### src/rtl/mux_n_req_l2.sv
// L2 crossbar request multiplexer: round-robin merge of N_CH request channels
// onto one bank port, with an optional single-entry output register.
module mux_n_req_l2 #(
  parameter int unsigned N_CH       = 4,
  parameter int unsigned ID_WIDTH   = 20,
  parameter int unsigned ADDR_WIDTH = 32,
  parameter int unsigned DATA_WIDTH = 64,
  parameter int unsigned BE_WIDTH   = DATA_WIDTH / 8,
  parameter int unsigned TAG_WIDTH  = DATA_WIDTH / 8,
  parameter int unsigned OUT_REG    = 0,
  localparam int unsigned PTR_W     = $clog2(N_CH)
) (
  input  logic                            clk,
  input  logic                            rst_n,
  input  logic [N_CH-1:0]                 data_req_i,
  input  logic [N_CH-1:0][ADDR_WIDTH-1:0] data_add_i,
  input  logic [N_CH-1:0]                 data_wen_i,
  input  logic [N_CH-1:0][DATA_WIDTH-1:0] data_wdata_i,
  input  logic [N_CH-1:0][TAG_WIDTH-1:0]  data_wtag_i,
  input  logic [N_CH-1:0][BE_WIDTH-1:0]   data_be_i,
  input  logic [N_CH-1:0][ID_WIDTH-1:0]   data_ID_i,
  output logic [N_CH-1:0]                 data_gnt_o,
  output logic                            data_req_o,
  output logic [ADDR_WIDTH-1:0]           data_add_o,
  output logic                            data_wen_o,
  output logic [DATA_WIDTH-1:0]           data_wdata_o,
  output logic [TAG_WIDTH-1:0]            data_wtag_o,
  output logic [BE_WIDTH-1:0]             data_be_o,
  output logic [ID_WIDTH-1:0]             data_ID_o,
  input  logic                            data_gnt_i
);

  typedef struct packed {
    logic [ADDR_WIDTH-1:0] add;
    logic                  wen;
    logic [DATA_WIDTH-1:0] wdata;
    logic [TAG_WIDTH-1:0]  wtag;
    logic [BE_WIDTH-1:0]   be;
    logic [ID_WIDTH-1:0]   id;
  } req_t;

  logic [PTR_W-1:0] ptr_q, ptr_d;
  logic             win_valid;
  logic [PTR_W-1:0] win_idx;
  int unsigned      scan;
  logic [PTR_W-1:0] scan_idx;
  logic             upstream_rdy;
  logic             accept;
  req_t             sel_req;
  req_t             out_req;

  // Scan upward from ptr with wrap at N_CH-1; first requester wins.
  always_comb begin
    win_valid = 1'b0;
    win_idx   = '0;
    scan      = 0;
    scan_idx  = '0;
    for (int unsigned k = 0; k < N_CH; k++) begin
      scan = 32'(ptr_q) + k;
      if (scan >= N_CH) scan = scan - N_CH;
      scan_idx = PTR_W'(scan);
      if (!win_valid && data_req_i[scan_idx]) begin
        win_valid = 1'b1;
        win_idx   = scan_idx;
      end
    end
  end

  always_comb begin
    sel_req = '0;
    if (win_valid) begin
      sel_req.add   = data_add_i[win_idx];
      sel_req.wen   = data_wen_i[win_idx];
      sel_req.wdata = data_wdata_i[win_idx];
      sel_req.wtag  = data_wtag_i[win_idx];
      sel_req.be    = data_be_i[win_idx];
      sel_req.id    = data_ID_i[win_idx];
    end
  end

  always_comb begin
    data_gnt_o = '0;
    if (accept) data_gnt_o[win_idx] = 1'b1;
  end

  // Explicit wrap so a non-power-of-2 N_CH never lets ptr reach N_CH.
  always_comb begin
    ptr_d = ptr_q;
    if (accept) begin
      if (win_idx == PTR_W'(N_CH - 1)) ptr_d = '0;
      else                             ptr_d = win_idx + PTR_W'(1);
    end
  end

  always_ff @(posedge clk or negedge rst_n) begin
    if (!rst_n) ptr_q <= '0;
    else        ptr_q <= ptr_d;
  end

  if (OUT_REG == 0) begin : g_comb
    assign upstream_rdy = data_gnt_i;
    assign accept       = win_valid & upstream_rdy;
    assign data_req_o   = |data_req_i;
    assign out_req      = sel_req;
  end else begin : g_reg
    logic buf_valid_q, buf_valid_d;
    req_t buf_q, buf_d;

    assign upstream_rdy = ~buf_valid_q | data_gnt_i;
    // A grant issued under reset could never be captured, so suppress it.
    assign accept       = win_valid & upstream_rdy & rst_n;

    always_comb begin
      buf_valid_d = buf_valid_q;
      buf_d       = buf_q;
      if (accept) begin
        buf_valid_d = 1'b1;
        buf_d       = sel_req;
      end else if (data_gnt_i && buf_valid_q) begin
        buf_valid_d = 1'b0;
      end
    end

    always_ff @(posedge clk or negedge rst_n) begin
      if (!rst_n) begin
        buf_valid_q <= 1'b0;
        buf_q       <= '0;
      end else begin
        buf_valid_q <= buf_valid_d;
        buf_q       <= buf_d;
      end
    end

    assign data_req_o = buf_valid_q;
    assign out_req    = buf_q;
  end

  assign data_add_o   = out_req.add;
  assign data_wen_o   = out_req.wen;
  assign data_wdata_o = out_req.wdata;
  assign data_wtag_o  = out_req.wtag;
  assign data_be_o    = out_req.be;
  assign data_ID_o    = out_req.id;

endmodule

### config.mk
export PLATFORM = sky130hd
export DESIGN_NAME = mux_n_req_l2
export DESIGN_NICKNAME = d
export VERILOG_FILES = /design/src/rtl/mux_n_req_l2.sv
export SDC_FILE = /design/constraint.sdc
export NUM_CORES = 1
export LEC_CHECK = 0
export BUFFER_PORTS_ARGS = -buffer_cell sky130_fd_sc_hd__buf_2
export CORE_AREA = 2 2 262 264
export CTS_CLUSTER_DIAMETER = 100
export DETAILED_ROUTE_END_ITERATION = 6
export DIE_AREA = 0 0 264 266
export SYNTH_ARGS = -nofsm -noshare
export SYNTH_HDL_FRONTEND = slang
export SYNTH_SLANG_ARGS = --single-unit
### constraint.sdc
create_clock -name clk -period 1.9 [get_ports clk]
set_input_delay 0.38 -clock clk [delete_from_list [all_inputs] [get_ports clk]]
set_output_delay 0.38 -clock clk [all_outputs]
set_load 0.02 [all_outputs]
# Word-level counts from Yosys, hierarchy flattened
# Index checks and enable logic that the tools add are counted.
# word_totals
register_bits,2
latch_bits,0
ramBits,0
romBits,0
out_inout_bits,138
elab_cells,66
mem_count,0
# classes
n_addsub,8
multipliers,0
div_mod_pow,0
magnitude_cmp,10
n_eq_ne,1
n_shift,0
muxes,37
bitwise_logic,1
reduce_logical,8
# op_table
operator,n
2-to-1 mux 133 bit,1
binary-select mux 64 bit (select 2 bit),1
binary-select mux 32 bit (select 2 bit),1
2-to-1 mux 64 bit,1
binary-select mux 20 bit (select 2 bit),1
binary-select mux 8 bit (select 2 bit),2
2-to-1 mux 32 bit,1
2-to-1 mux 20 bit,1
2-to-1 mux 2 bit,9
2-to-1 mux 8 bit,2
"less-than comparator 2 x 3 -> 1 bit, second input constant",5
binary-select mux 1 bit (select 2 bit),5
2-to-1 mux 1 bit,10
"greater-or-equal comparator 3 bit, second input constant",3
"subtractor 2 x 1 -> 2 bit, second input constant",4
"adder 2 x 2 -> 3 bit, second input constant",2
logical AND 1 bit,4
2-to-1 mux 4 bit,1
OR reduction 4 bit,1
"adder 2 x 1 -> 3 bit, second input constant",1
"greater-or-equal comparator 2 x 3 -> 1 bit, second input constant",1
zero test 1 bit,3
"adder 2 x 1 -> 2 bit, second input constant",1
demux 1 bit (select 2 bit),1
3 further kinds,3

# Longest topological paths before layout
# Gate-level depths: netlist of the first run.
# depth
depth_word,19
ltp_mapped,9
mapped_depth_nobuf,8

# Worst setup path before layout of the first run
# OpenSTA, ideal clock, no wires.
# synth_path
kind,reg-to-output
from,register ptr_q[1]
to,output data_gnt_o[1]
arrival_ns,1.697
required_ns,1.520
slack_ns,-0.177
path_stages_with_launch,10
path_buffers,3
path_cell_list,dfrtp_1 nand2_1 a21oi_1 a211oi_2 buf_6 buf_8 buf_6 inv_1 ha_1 and3_1
# synth_via
elab_chain_len,19
elab_cells_between_ends,44
cone_classes,add/sub: 7; order compare: 6; mux: 23; bitwise: 1; reduce/logical: 7
# synth_rtl
item,line,text
start: declaration,42,"logic [PTR_W-1:0] ptr_q, ptr_d;"
start signal: assignment,97,else ptr_q <= ptr_d;
branches (longest 18 deep; another with adder 2 x 1 -> 3 bit),--,
2-to-1 mux 4 bit (*),83,if (accept) data_gnt_o[win_idx] = 1'b1;
end: declaration,22,"output logic [N_CH-1:0] data_gnt_o,"
# Mark *: on every way between the ends. The select of a mux whose other input is x is not followed.

# Worst setup path after layout of the first run
# layout_path
from,register ptr_q[1]
to,output data_wdata_o[25]
# layout_via
elab_chain_len,17
elab_cells_between_ends,40
cone_classes,add/sub: 7; order compare: 4; mux: 23; reduce/logical: 6
# layout_rtl
item,line,text
branches (longest 16 deep; another with adder 2 x 1 -> 3 bit),--,
2-to-1 mux 133 bit (*),71,if (win_valid) begin
end: declaration,26,"output logic [DATA_WIDTH-1:0] data_wdata_o,"
# Marks and branches as above.

==> results.toml, run 1 <==
[route]
ant_nets = 0
wl_um = 32200
viasPerCell = 3.47
drcViolationCount = 0
drtIter0Drc = 281
vias = 7406
wl_per_cell_um = 15.1
drtPass1Iterations = 4

[setup_path]
critical_path_class = "flop to output pin"
crit_path_end_kind = "output pin"
crit_path_frequent_cell = "buf_12"
crit_required_ns = 1.52
start_kind = "flop"
r2r_setup_slack_ns = 0.10
critical_path_buf_inv_count = 5
slowest_stage = "dfrtp_2"
worst-path-max-fanout = 21
slowest_delay_ns = 0.45
worstPathCellList = "nand2_2 -> a21oi_2 -> a211oi_4 -> buf_12 -> buf_16 -> buf_12 -> buf_8 -> mux2i_1 -> o22ai_2 -> buf_2"
arrival_ns = 2.20
critPathTopFamily = "buffers and inverters"

[final_layout]
drive_gt1_share_pct = 82.8
regMostFlops = "ptr_q"
mostFrequentLayoutCells = "621 x buf_2, 160 x mux2i_1, 101 x o22ai_2"
reg_top3 = "ptr_q (2)"
largest_reg_flops = 2
fill_cells = 7518
fin_cells = 2134
areaGrowthSynthToFinish_pct = 171
fin_nets = 1793
final_design_area_no_fill_um2 = 11900
final_core_util_pct = 17.5
layout_commonest_cell = "buf_2"

[die]
die_h_um = 266
dieArea_um2 = 70200
floorplan.initialDensity_pct = 6.47
num_io_pins = 677
coreArea_um2 = 67700
die_x_um = 264
rows = 96

[clock_tree]
cts_tree = "built"
clock_latency_ns = 0.22
h-tree-depth = 1
cts_buffer_depth = 2
cts_made_buffers = 3
cts-root-buf = "clkbuf_16"
clock_sink_count = 2
clkTransAtPathRegs_ns = 0.03

[sta]
fmax_mhz = 388
worst_pin_slew_ns = 0.275
finalSetupViolCount = 137
fin_crit_ns = 2.58
rsz0062_at_grt = "yes"
hold_viol = 0
slew_headroom_pct = 81.2
fin_crit_sh_pct = 136
finalWorstSetupSlack_ns = -0.676
slew_viol_final = 0
fin_skew_ns = 0.00156

[global_route]
grt_pass1_wl_um = 42700
gr-total-overflow = 0
grt_usage_pct = 7.91
first_global_vias = 7180
grt_antenna_before_repair = 7
grt_max_degree = 28

[yosys]
yosysWarningCount = 0
synth_area_per_cell_um2 = 8.82
ys_seq_area_share_pct = 1.14
synth_ff_type = "dfrtp_1"
syn-cell-area_um2 = 4380
synth_fp_nets = 1040
synth_edf_count = 0
ys_ff_latch = 2
synth_cell_types = 27
synth-async-reset-ratio_pct = 100
syn_inst = 497

[placement]
place_inst = 2107
dp_hpwl_um = 25700
port-buffer-count = 676
finalWeightedCongestion = 0.791
place_ws_ns = -0.615
place_area_um2 = 10100

[hold_path]
worstHoldPathType = "primary input to async pin"

[power]
power_mw = 12.9
leakage_nw = 5.54
p_per_area_nw_per_um2 = 1090
ir_drop_mv = 0.620

[run_status]
status = "complete, but fails checks"
violations = "negative setup slack"

[flow_run]
maxCapViolCount = 0
-- worst reg2reg max path: cells and delay by family, from the launching register on --
family | cells | cell delay, ns
and+or+nand+nor | 2 | 0.14
adders and majority gates | 1 | 0.21
DFF | 1 | 0.45
buffers and inverters | 3 | 0.53
AOI/OAI and AO/OA | 3 | 0.35
-- final timing paths --
path	from	to	cells past startpoint
min	rst_n	ptr_q[1]	2
max reg2reg	ptr_q[1]	ptr_q[1]	9
max in group asynchronous	rst_n	ptr_q[1]	2
min reg2reg	ptr_q[0]	ptr_q[0]	3
min in group clk	data_gnt_i	ptr_q[0]	3
max	ptr_q[1]	data_wdata_o[25]	10
-- per-layer routing --
layer | GRT usage [%] | wire length, um | up-vias
li1 | - | - | 3511
met1 | 8.86 | 12000 | 3402
met2 | 14.4 | 16000 | 439
met3 | 2.07 | 3000 | 48
met4 | 2.73 | 1150 | 6
met5 | 0 | 36 | -
-- power by group --
group / internal [mW] / switching [mW] / total, mW
Sequential: 0.0609 / 0.0309 / 0.0919
Combinational: 6.34 / 6.15 / 12.5
Clock: 0.277 / 0.0534 / 0.330
-- stage by stage --
| step | hold slack [ns] | setup TNS, ns |
|---|---|---|
| floorplan | 0.0844 | -5.73 |
| global placement | 0.178 | -66.13 |
| detailed placement | 0.180 | -68.83 |
| CTS | 0.488 | -86.14 |
| global route | 0.498 | -94.54 |
| finish | 0.478 | -83.44 |
-- synth_stat cells (3+ instances only) --
cell type / count / share of area [%]
nor2_1: 5 / 0.43
o22ai_1: 135 / 19
buf_6: 3 / 0.77
and3_1: 4 / 0.57
clkbuf_1: 18 / 1.5
ha_1: 4 / 1.1
mux2i_1: 266 / 61
buf_12: 16 / 7.3
buf_8: 7 / 2.4
nand2_1: 5 / 0.43
buf_2: 9 / 1.0
clkbuf_4: 4 / 0.69
-- layout make-up --
type	instances	area, um2	share of cell area (%)
diodes	3	7.51	0.0633
well taps	882	1100	9.30
inverters	4	17.5	0.148
multi-input cells	433	5210	43.9
clock buffers	4	78.8	0.664
repair buffers	806	5400	45.5
flip-flops and latches	2	51.3	0.432
-- what timing repair did --
item,in CTS,in global routing
pin swaps,0,7
buffers inserted,9,5
gates cloned,5,4
gates resized for setup,157,162
hold buffers,1,0
endpoints found under the setup margin,137,138
endpoints found under the hold margin,2,0
-- cells by family (layout without fill, tap and decap cells) --
logic type / count (synthesis) / after routing / synth area share, %
flip-flops: 2 / 2 / 1.14
multiplexers: 266 / 266 / 60.7
buffers and inverters: 62 / 814 / 14.2
adder cells (fa/ha/maj): 4 / 4 / 1.14
AO/OA/AOI/OAI: 145 / 145 / 20.8
AND/OR/NAND/NOR: 18 / 18 / 2.00
other: 0 / 3 / 0
Power figures use the tool's default switching activity.
==> run 2, diff against run 1 <==
--- a/config.mk
+++ b/config.mk
@@ -5,11 +5,12 @@
 export SDC_FILE = /design/constraint.sdc
 export NUM_CORES = 1
 export LEC_CHECK = 0
+export ABC_AREA = 1
 export BUFFER_PORTS_ARGS = -buffer_cell sky130_fd_sc_hd__buf_2
-export CORE_AREA = 2 2 262 264
+export CORE_AREA = 2 2 266 268
 export CTS_CLUSTER_DIAMETER = 100
 export DETAILED_ROUTE_END_ITERATION = 6
-export DIE_AREA = 0 0 264 266
+export DIE_AREA = 0 0 268 270
 export SYNTH_ARGS = -nofsm -noshare
 export SYNTH_HDL_FRONTEND = slang
 export SYNTH_SLANG_ARGS = --single-unit
==> run 2 against run 1 <==
  * Critical path depth up 5
  * Fmax down 13%
  * The run still ends with negative setup slack left
  * Core utilization rose by 9.1 points
==> results.toml, run 2 <==
[run_status]
status = "complete, but fails checks"
violations = "negative setup slack"

[clock_tree]
h-tree-depth = 1
clkTransAtPathRegs_ns = 0.03
cts-root-buf = "clkbuf_16"
clock_latency_ns = 0.23
cts_tree = "built"
cts_buffer_depth = 2
clock_sink_count = 2
cts_made_buffers = 3

[final_layout]
fill_cells = 7535
regMostFlops = "ptr_q"
mostFrequentLayoutCells = "542 x buf_2, 336 x nand2_1, 281 x nand3_1"
fin_nets = 2888
layout_commonest_cell = "buf_2"
drive_gt1_share_pct = 62.0
largest_reg_flops = 2
reg_top3 = "ptr_q (2)"
diodes = 0
areaGrowthSynthToFinish_pct = 175
final_design_area_no_fill_um2 = 18500

[setup_path]
worst-path-max-fanout = 8
worst-r2r-cell-count = 15
crit_required_ns = 1.52
timing.rr.start = "ptr_q[0]"
reg2reg_to = "ptr_q[1]"
arrival_ns = 2.57
start_kind = "flop"
critical_path_class = "flop to output pin"
r2r_setup_slack_ns = -0.35
crit_path_end_kind = "output pin"

[yosys]
synth_edf_count = 0
syn-cell-area_um2 = 6740
syn_inst = 1541
synth_top_area_cell = "nand2_1"
synthTopCellsByArea = "nand2_1 32%, nand3_1 30%, inv_1 15%"
yosysTopAreaCellShare_pct = 31.7
synth_fp_nets = 2084
synth_ff_type = "dfrtp_1"
synth-async-reset-ratio_pct = 100
ys_seq_area_share_pct = 0.743
yosysWarningCount = 0
yosysMostFrequentCell = "nand2_1"
synth_cell_types = 19
synth_common_cells = "569 x nand2_1, 405 x nand3_1, 277 x inv_1"
synth_area_per_cell_um2 = 4.37
ys_ff_latch = 2

[die]
floorplan.initialDensity_pct = 9.68
rows = 97
coreArea_um2 = 69500
die_h_um = 270
num_io_pins = 677
dieArea_um2 = 72400
die_x_um = 268

[route]
vias = 13370
drtPass1Iterations = 7
viasPerCell = 4.07
wl_per_cell_um = 17.8
wl_um = 58300
drtIter0Drc = 612
drcViolationCount = 0
ant_nets = 0

[placement]
dp_hpwl_um = 39700
finalWeightedCongestion = 0.890
place_area_um2 = 14300
port-buffer-count = 676

[sta]
finalSetupViolCount = 138
fmax_mhz = 339
slew_headroom_pct = 81.2
slew_viol_final = 0
fin_skew_ns = 0.00164
fin_crit_ns = 2.95
hold_viol = 0
finalWorstSetupSlack_ns = -1.05
fin_crit_sh_pct = 155
worst_pin_slew_ns = 0.282
rsz0062_at_grt = "yes"

[global_route]
grt_usage_pct = 13.9
grt_pass1_wl_um = 75900
grt_max_degree = 32
gr-total-overflow = 0
first_global_vias = 12537
grt_antenna_before_repair = 5

[hold_path]
worstHoldPathType = "primary input to async pin"

[flow_run]
maxCapViolCount = 0
==> run 2: stage by stage <==
stage	utilization [%]	hold slack, ns	TNS, ns	setup WS, ns	instances
floorplan	-	0.0844	-36.78	-0.297	1541
global placement	20.6	0.172	-100.66	-0.805	3206
detailed placement	20.6	0.170	-102.50	-0.826	3206
CTS	23.9	0.477	-124.61	-0.984	3261
global route	26.6	0.490	-140.97	-1.14	3283
finish	26.6	0.475	-128.34	-1.05	3283
==> run 2: what timing repair did <==
action                                 CTS  global route
cloned                                  26            10
hold buffers                             1             0
buffers inserted                        25            17
endpoints found under the hold margin    2             0
pin swaps                               33           148
resized for setup                      349           426
setup endpoints to repair              138           138
==> run 2: logic make-up after synthesis <==
family,count (synthesis),share of synthesized area [%]
AND/OR/NAND/NOR,987,63.0
buffers and inverters,412,25.4
adder cells (fa/ha/maj),4,0.743
flip-flops,2,0.743
AO/OA/AOI/OAI,136,10.1
==> run 2: area by class of cell <==
| type | count | area (um2) | share of cell area [%] |
|---|---|---|---|
| repair buffers | 926 | 7720 | 41.7 |
| flip-flops and latches | 2 | 52.6 | 0.284 |
| well taps | 940 | 1180 | 6.35 |
| repair inverters | 1 | 20.0 | 0.108 |
| clock buffers | 3 | 75.1 | 0.405 |
| multi-input cells | 1129 | 8380 | 45.2 |
| inverters | 282 | 1100 | 5.93 |
==> run 2: worst max-delay path by stage <==
stage	startpoint	to	slack, ns	cells past startpoint
2_1_floorplan	ptr_q[0]	data_wdata_o[0]	-0.30	15
3_3_place_gp	data_req_i[3]	data_wdata_o[58]	-0.81	15
3_5_place_dp	data_req_i[3]	data_wdata_o[58]	-0.83	15
4_1_cts	ptr_q[0]	data_wdata_o[51]	-0.98	17
5_1_grt	ptr_q[0]	data_wtag_o[3]	-1.14	17
6_report	ptr_q[0]	data_wtag_o[3]	-1.05	15
==> run 2: layer usage <==
layer | routed length [um] | GRT usage, % | vias up | part of all wire, %
met5 | 27 | 0 | - | 0.046
li1 | - | - | 6422 | -
met3 | 4470 | 2.29 | 124 | 7.7
met1 | 22500 | 16.4 | 6126 | 39
met2 | 28700 | 25.2 | 694 | 49
met4 | 2540 | 4.78 | 4 | 4.4
==> run 2: worst max-delay path: stages (launching register included) <==
cell	delay, ns
dfrtp_2	0.44
buf_6	0.15
nand2_1	0.09
nand3_2	0.14
nand2_4	0.12
inv_2	0.07
nand4_4	0.10
buf_12	0.16
nand2_8	0.11
buf_12	0.18
buf_12	0.16
buf_8	0.14
nand2_4	0.07
nand3_4	0.07
a21oi_4	0.16
buf_6	0.14
Power of run 2 is left out: the tool's default activity adds up to more than one toggle a clock period on the data nets, which glitch-free logic cannot reach.
==> run 3, diff against run 2 <==
--- a/config.mk
+++ b/config.mk
@@ -8,6 +8,7 @@
 export ABC_AREA = 1
 export BUFFER_PORTS_ARGS = -buffer_cell sky130_fd_sc_hd__buf_2
 export CORE_AREA = 2 2 266 268
+export CTS_BUF_LIST = sky130_fd_sc_hd__clkbuf_4
 export CTS_CLUSTER_DIAMETER = 100
 export DETAILED_ROUTE_END_ITERATION = 6
 export DIE_AREA = 0 0 268 270
==> run 3 against run 2 <==
  * The run still ends with negative setup slack left
  * Via count rose by 0.40%
  * Critical path depth rose by 2
  * Critical path type unchanged
  * Core utilization rose by 1.0 points
  * Routed wire length rose by 3.6%
  * Flip-flop and latch count did not move
==> results.toml, run 3 (synthesis results as in run 2) <==
[clock_tree]
cts_buffer_depth = 2
clkTransAtPathRegs_ns = 0.03
clock_sink_count = 2
h-tree-depth = 1
cts_tree = "built"
cts-root-buf = "clkbuf_4"
cts_made_buffers = 3
clock_latency_ns = 0.24

[global_route]
grt_usage_pct = 13.6
grt_pass1_wl_um = 74300
first_global_vias = 12463
grt_max_degree = 42
grt_antenna_before_repair = 7
gr-total-overflow = 0

[die]
dieArea_um2 = 72400
rows = 97
die_h_um = 270
coreArea_um2 = 69500
floorplan.initialDensity_pct = 9.68
die_x_um = 268
num_io_pins = 677

[route]
ant_nets = 0
viasPerCell = 4.05
vias = 13424
drcViolationCount = 0
wl_um = 60400
drtIter0Drc = 513
wl_per_cell_um = 18.2
drtPass1Iterations = 5

[placement]
finalWeightedCongestion = 0.890
place_ws_ns = -0.826
dp_hpwl_um = 39700
port-buffer-count = 676
place_area_um2 = 14300

[sta]
rsz0062_at_grt = "yes"
fin_crit_ns = 2.94
finalWorstSetupSlack_ns = -1.04
fmax_mhz = 340
fin_crit_sh_pct = 155
fin_skew_ns = 0.00249
slew_viol_final = 0
finalSetupViolCount = 139
tns_ns = -130.79
worst_pin_slew_ns = 0.245
hold_viol = 0
whs_ns = 0.474
slew_headroom_pct = 83.6

[hold_path]
worstHoldPathType = "primary input to async pin"

[final_layout]
reg_top3 = "ptr_q (2)"
regMostFlops = "ptr_q"
final_design_area_no_fill_um2 = 19200
layout_commonest_cell = "buf_2"
drive_gt1_share_pct = 65.1
fin_nets = 2915
mostFrequentLayoutCells = "542 x buf_2, 282 x nand3_1, 269 x nand2_1, 269 x inv_1, 200 x nand2_2"
areaGrowthSynthToFinish_pct = 186
largest_reg_flops = 2

[setup_path]
worst-r2r-cell-count = 16
critical_path_class = "flop to output pin"
crit_required_ns = 1.52
worst-path-max-fanout = 7
setup.worst_path.start = "ptr_q[0]"
r2r_setup_slack_ns = -0.39
start_kind = "flop"
timing.rr.start = "ptr_q[0]"
arrival_ns = 2.56
crit_path_end_kind = "output pin"
reg2reg_to = "ptr_q[1]"

[run_status]
violations = "negative setup slack"
status = "complete, but fails checks"

[flow_run]
maxCapViolCount = 0
-- run 3: cell count changes in the layout (fill, tap and decap cells not counted), sizes merged --
cell,previous run,this run
clkinv,0,1
bufbuf,1,0
inv,282,281
clkinvlp,1,0
clkbuf,13,19
buf,914,937
diode,0,4
-- run 3: final cells by class --
class / count / area (um2)
fillers: 7434 / 50300
multi-input cells: 1129 / 8610
repair buffers: 954 / 8270
well taps: 940 / 1180
inverters: 282 / 1100
flip-flops and latches: 2 / 52.6
clock buffers: 3 / 22.5
diodes: 4 / 10.0
-- run 3: per-stage QoR --
step,util (%),instances
5_1_grt,27.7,3314
2_1_floorplan,-,1541
4_1_cts,23.9,3261
6_report,27.7,3314
3_3_place_gp,20.6,3206
3_5_place_dp,20.6,3206
-- run 3: layer usage --
layer | vias to the layer above | part of all wire, % | GRT usage, %
met5 | - | 0.045 | 0
met4 | 4 | 3.8 | 5.42
met3 | 88 | 6.6 | 2.20
met2 | 666 | 51 | 24.7
met1 | 6189 | 39 | 15.6
li1 | 6477 | - | -
-- run 3: critical path, stage by stage, from the launching register on --
cell	delay [ns]
dfrtp_2	0.41
clkinv_4	0.11
buf_6	0.13
nand2_2	0.05
nand2_2	0.06
nand2_2	0.07
nand2_2	0.06
nand2_4	0.08
nand4_4	0.14
buf_12	0.18
nand2_8	0.12
buf_12	0.18
buf_4	0.16
nand2_1	0.05
nand2_1	0.09
nand2_2	0.10
a21oi_4	0.16
buf_6	0.13
-- run 3: repair_timing --
action	in CTS	in global routing
gates resized for setup	384	529
hold buffers	1	0
pin swaps	27	164
endpoints found under the hold margin	2	0
setup buffers	26	40
gates cloned	25	21
endpoints found under the setup margin	138	138
-- run 3: worst max path at each step --
| stage | slack, ns | cells past startpoint | end |
|---|---|---|---|
| after floorplan | -0.30 | 15 | data_wdata_o[0] |
| after global placement | -0.81 | 15 | data_wdata_o[58] |
| after detailed placement | -0.83 | 15 | data_wdata_o[58] |
| after CTS | -1.0 | 17 | data_wtag_o[6] |
| after global routing | -1.14 | 17 | data_wdata_o[5] |
| final | -1.04 | 17 | data_wdata_o[5] |
Power of run 3 is left out for the same reason.
